<file path="src/rtl/pattern_gen_pkg.sv">
// Shared types, code tables and LFSR taps for the
// switch-pattern stimulus generator.
package pattern_gen_pkg;

    typedef enum logic [1:0] {
        IDLE,
        PRESENT,
        GAP
    } state_t;

    localparam logic [1:0] MODE_MAN  = 2'b00;
    localparam logic [1:0] MODE_AUTO = 2'b01;
    localparam logic [1:0] MODE_RAND = 2'b10;

    localparam logic [2:0] LO_LAST = 3'd5;
    localparam logic [1:0] HI_LAST = 2'd3;

    // x^8+x^6+x^5+x^4+1 on a left-shifting register
    localparam logic [7:0] LFSR_TAPS = 8'hB8;

    function automatic logic [3:0] lo_code(input logic [2:0] idx);
        logic [3:0] c;
        case (idx)
            3'd0:    c = 4'b0011;
            3'd1:    c = 4'b0101;
            3'd2:    c = 4'b0110;
            3'd3:    c = 4'b1001;
            3'd4:    c = 4'b1010;
            3'd5:    c = 4'b1100;
            default: c = 4'b0011;
        endcase
        return c;
    endfunction

    function automatic logic [3:0] hi_code(input logic [1:0] idx);
        return 4'b0001 << idx;
    endfunction

    function automatic logic [2:0] fold_lo(input logic [2:0] v);
        return (v >= 3'd6) ? v - 3'd6 : v;
    endfunction

endpackage

</file>
<file path="src/rtl/pattern_code_gen_lfsr8.sv">
// Free-running 8-bit Fibonacci LFSR used for random
// pattern selection.
module lfsr8 #(
    parameter logic [7:0] SEED = 8'hA5
) (
    input  logic       clk,
    input  logic       rst,
    output logic [7:0] q
);
    import pattern_gen_pkg::*;

    always_ff @(posedge clk) begin
        if (rst) begin
            q <= SEED;
        end else begin
            q <= {q[6:0], ^(q & LFSR_TAPS)};
        end
    end

endmodule

</file>
<file path="src/rtl/pattern_code_gen.sv">
// Emits 2-of-4 / 1-of-4 code words over valid/ready,
// in manual, auto-enumerate or auto-random order.
module pattern_code_gen #(
    parameter int         TICK_DIV  = 100_000_000,
    parameter logic [7:0] LFSR_SEED = 8'hA5
) (
    input  logic       clk,
    input  logic       rst,
    input  logic       start,
    input  logic       stop,
    input  logic       step,
    input  logic [1:0] mode,
    input  logic       inj,
    output logic [7:0] code,
    output logic       code_valid,
    input  logic       code_ready,
    output logic       code_bad,
    output logic       busy,
    output logic       wrapped
);
    import pattern_gen_pkg::*;

    localparam int CW = (TICK_DIV > 2) ? $clog2(TICK_DIV) : 1;
    localparam logic [CW-1:0] TICK_MAX = CW'(TICK_DIV - 1);

    state_t        state, state_d;
    logic [2:0]    lo_idx, lo_d, lo_l;
    logic [1:0]    hi_idx, hi_d, hi_l;
    logic [CW-1:0] cnt, cnt_d;
    logic [7:0]    code_d;
    logic [7:0]    lfsr;
    logic          bad_d, wrap_d;
    logic          rnd, rnd_d;
    logic          load;
    logic          rand_mode, auto_mode, tick;
    logic          unused_lfsr;

    lfsr8 #(.SEED(LFSR_SEED)) u_lfsr (
        .clk (clk),
        .rst (rst),
        .q   (lfsr)
    );

    assign unused_lfsr = ^lfsr[7:5];
    assign rand_mode   = (mode == MODE_RAND);
    assign auto_mode   = (mode == MODE_AUTO) || rand_mode;
    assign tick        = (cnt == TICK_MAX);
    assign code_valid  = (state == PRESENT);
    assign busy        = (state != IDLE);

    always_comb begin
        state_d = state;
        lo_d    = lo_idx;
        hi_d    = hi_idx;
        cnt_d   = cnt;
        code_d  = code;
        bad_d   = code_bad;
        rnd_d   = rnd;
        wrap_d  = 1'b0;
        load    = 1'b0;
        lo_l    = lo_idx;
        hi_l    = hi_idx;

        unique case (state)
            IDLE: begin
                load = start;
            end
            PRESENT: begin
                if (code_ready) begin
                    state_d = GAP;
                    cnt_d   = '0;
                    // random words leave the enumeration position alone
                    if (!rnd) begin
                        wrap_d = (lo_idx == LO_LAST) && (hi_idx == HI_LAST);
                        if (lo_idx == LO_LAST) begin
                            lo_d = '0;
                            hi_d = hi_idx + 2'd1;
                        end else begin
                            lo_d = lo_idx + 3'd1;
                        end
                    end
                end
            end
            GAP: begin
                cnt_d = cnt + CW'(1);
                load  = auto_mode ? tick : step;
            end
            default: begin
                state_d = IDLE;
            end
        endcase

        if (rand_mode) begin
            lo_l = fold_lo(lfsr[2:0]);
            hi_l = lfsr[4:3];
        end

        if (load && !stop) begin
            state_d = PRESENT;
            lo_d    = lo_l;
            hi_d    = hi_l;
            code_d  = {hi_code(hi_l), lo_code(lo_l)} ^ {7'd0, inj};
            bad_d   = inj;
            rnd_d   = rand_mode;
        end

        if (stop) begin
            state_d = IDLE;
        end
    end

    always_ff @(posedge clk) begin
        if (rst) begin
            state    <= IDLE;
            lo_idx   <= '0;
            hi_idx   <= '0;
            cnt      <= '0;
            code     <= '0;
            code_bad <= 1'b0;
            wrapped  <= 1'b0;
            rnd      <= 1'b0;
        end else begin
            state    <= state_d;
            lo_idx   <= lo_d;
            hi_idx   <= hi_d;
            cnt      <= cnt_d;
            code     <= code_d;
            code_bad <= bad_d;
            wrapped  <= wrap_d;
            rnd      <= rnd_d;
        end
    end

endmodule

</file>
<file path="config.mk">
export PLATFORM = sky130hd
export DESIGN_NAME = pattern_code_gen
export DESIGN_NICKNAME = d
export VERILOG_FILES = /design/src/rtl/pattern_gen_pkg.sv /design/src/rtl/pattern_code_gen_lfsr8.sv /design/src/rtl/pattern_code_gen.sv
export SDC_FILE = /design/constraint.sdc
export NUM_CORES = 1
export LEC_CHECK = 0
export CORE_ASPECT_RATIO = 1.25
export CORE_UTILIZATION = 62
export DETAILED_ROUTE_END_ITERATION = 12
export DONT_BUFFER_PORTS = 1
export PLACE_DENSITY_LB_ADDON = 0.15
export SETUP_SLACK_MARGIN = 0.3
export SYNTH_ARGS = -nofsm -noshare
export SYNTH_HDL_FRONTEND = slang
export SYNTH_SLANG_ARGS = --single-unit
</file>
<file path="constraint.sdc">
create_clock -name clk -period 2.9 [get_ports clk]
set_input_delay 0.58 -clock clk [delete_from_list [all_inputs] [get_ports clk]]
set_output_delay 0.58 -clock clk [all_outputs]
set_load 0.005 [all_outputs]
</file>
==> qor.csv <==
metric,value,unit
number of global-route vias before repair,1862,
# port buffers,0,
PwrDens,527,mW/mm²
Worst Path Required,3.10,ns
max_slew headroom,51.2,%
Worst-Margin Slew,0.732,ns
grt total ovfl,0,
"Gates resized, CTS repair",0,
worst-path fanout max,13,
combinational family with the most area after synthesis,simple AND/OR/NAND/NOR gates,
global routing usage on met1,29.4,%
Post-synth EDFFs,0,
register area share after synthesis,41.1,%
Clock power frac,40.9,%
"Avg Cell Area, Syn",8.49,µm²
Final Setup Violations,0,
max cap viols,0,
setup bufs post-CTS,0,
Post-Synth Adder-Cell Area,1.45,%
#FFs+latches synth,53,
Hold/Removal Path Class,in2reg,
power share of the sequential group,52.9,%
Final min period,2.27,ns
final period utilization,78.1,%
RSZ-0062 raised after global routing,no,
global-route wire length before repair,8180,µm
Die H,74.1,µm
CP Capture Type,register,
Clock Tree Buf Depth,2,
"FFs w/ async S/R, synth",0,%
gr busiest metal,met2,
Final Util,70.6,%
R2R setup slack,0.63,ns
"Net Count, Synth",316,
peak supply drop,0.346,mV
routability cong.,0.864,
Post-Route WL,5000,µm
RR Startpoint,cnt[0]$_SDFFE_PP0P_,
antenna violations before repair,0,
I/O pin cnt,21,
leakage power,0.977,nW
Die Width,59.7,µm
# placed instances,346,
DRC Markers,0,
area grow syn2layout,6.06,%
post-DR wirelength/cell,14.1,µm
GRT met2 Usage,40.1,%
"CTS clk-pin slew, worst paths",0.09,ns
Int Pwr,0.00114,W
gr usage total,24.1,%
final antenna-violating net count,0,
switch share,21.3,%
Tot Pwr,0.00144,W
worst slack at placement,0.398,ns
core area,0.00388,mm²
met3 Usage GRT,4.70,%
multi-input logic area,0.00143,mm²
CP startpoint,cnt[0]$_SDFFE_PP0P_,
xor/xnor share of the synthesized area,1.36,%
"Cell Area, Synth",0.00258,mm²
Fillers,321,
warnings from Yosys,0,
first-pass iteration count of the detailed router,4,
status,"finished, final reports clean",
H-tree lvl count,2,
post-synthesis simple-gate area fraction,29.6,%
CTS Root Cell,clkbuf_8,
DR vias/cell,6.02,
ys flop type,dfxtp_1,
largest net degree at the start of global routing,52,
Cells after Synth,304,
Yosys cell types,47,
fraction of the mapped netlist area in compound gates,16.0,%
min-delay src,rst,
Final Hold Fails,0,
dpl hpwl,3450,µm
mux contribution to synthesized area,6.88,%
hold-fix buffers at CTS,0,
n_diodes,0,
sw power,0.000308,W
worst clock skew,0.00706,ns
Final Worst Setup Slack,0.635,ns
Finished Layout Cells,354,
Startpoint Class,register,
Slew Limit Fails,0,
clock latency on the worst-skew pair,0.30,ns
combinational power share,6.2,%
via count,2131,
Iter 0 DRT Violations,166,
die area,0.00443,mm²
CTS Buf Count,5,
Highest Clock Rate,0.441,GHz
CTS sink cnt,53,
register area,0.00106,mm²
Starting Density,66.5,%
Worst EP arrival,2.47,ns
Final #Nets,311,
row count,25,
layout cell share with drive strength beyond 1,8.67,%
total negative slack,0,ns
kind of critical path,reg2reg,
TritonCTS clock tree,done,
[registers in the layout, summed over array words and instances (netlist names)]
signal	count
u_lfsr.q	8
lo_idx	3
state	2
code_bad	1
rnd	1
code	8
hi_idx	2
wrapped	1
cnt	27
[critical path: stages (launching register included)]
cell and delay (ns):
dfxtp_1 0.39, ha_1 0.21, nand3_1 0.17, nand4b_1 0.21
o31a_1 0.33, a21boi_4 0.39, buf_4 0.23, mux2i_1 0.18
nor2_1 0.05
[final cells by class]
class	instances	share of cell area [%]
inverters	8	1.10
clock buffers	5	2.51
repair buffers	2	0.548
well taps	54	2.47
flip-flops and latches	53	38.8
clock inverters	3	2.51
multi-input cells	229	52.1
[power by group through the flow]
| stage | logic [W] | clock network, W | registers [W] |
|---|---|---|---|
| after global routing | 0.000100 | 0.000628 | 0.000768 |
| after CTS | 0.0000903 | 0.000603 | 0.000763 |
| final | 0.0000899 | 0.000590 | 0.000763 |
| after detailed placement | 0.0000898 | 0 | 0.000780 |
| after floorplan | 0.0000874 | 0 | 0.000774 |
| after global placement | 0.0000879 | 0 | 0.000780 |
[placed cells by master (no fill, tap or decap), types with 6 or more instances in the layout]
master / count
nor2_1: 38
mux2_2: 6
dfxtp_1: 53
nor2b_1: 9
and3_1: 7
nor3_1: 7
a21oi_1: 17
mux2i_1: 11
nand3_1: 27
inv_1: 7
nand2_1: 24
o21a_1: 8
[kinds of logic after synthesis]
group                    count (synthesis)
AO/OA/AOI/OAI                           59
XOR/XNOR                                 4
adder cells (fa/ha/maj)                  3
buffers and inverters                   22
flip-flops                              53
multiplexers                            17
AND/OR/NAND/NOR                        146
[path summary, 6_finish.rpt]
check	endpoint	cells past startpoint
min	code[7]$_SDFFE_PP0P_	1
min reg2reg	u_lfsr.q[7]$_SDFF_PP1_	1
max reg2reg	code[2]$_SDFFE_PP0P_	8
max	code[2]$_SDFFE_PP0P_	8
[routing by layer]
layer	up-vias	part of all wire (%)
met5	-	0
met4	0	2.7
met3	14	4.1
met2	50	49
met1	982	44
li1	1085	-
[through the flow]
step                      hold slack (ns)  instance area [µm²]
after floorplan                     0.389                 2580
after detailed placement            0.403                 2600
final                               0.338                 2740
after CTS                           0.316                 2740
after global routing                0.318                 2740
after global placement              0.396                 2600
[cell usage after synthesis (2+ instances only)]
cell type	number	area, µm²
ha_1	3	37.5
xnor2_1	2	17.5
nor2b_1	9	56.3
xor2_1	2	17.5
nand3_1	27	135
or3_1	4	25.0
o21a_1	8	60.1
o211ai_1	2	15.0
o2111ai_1	5	43.8
mux2i_1	11	110
dfxtp_1	53	1060
nand3b_1	4	30.0
and3_1	7	43.8
clkbuf_1	10	37.5
nor3b_1	2	15.0
mux2_2	6	67.6
and2_1	2	12.5
and4_1	2	17.5
o41ai_1	5	43.8
inv_1	7	26.3
nor2_1	38	143
nand2b_1	5	31.3
nand4_1	2	12.5
nand2_1	24	90.1
a21oi_1	17	85.1
o21ai_0	5	25.0
a31oi_1	5	31.3
o31a_1	3	26.3
buf_2	3	15.0
a211oi_1	5	37.5
or2_2	4	25.0
nor3_1	7	35.0
Note: power is estimated with default switching activity, not from simulation.
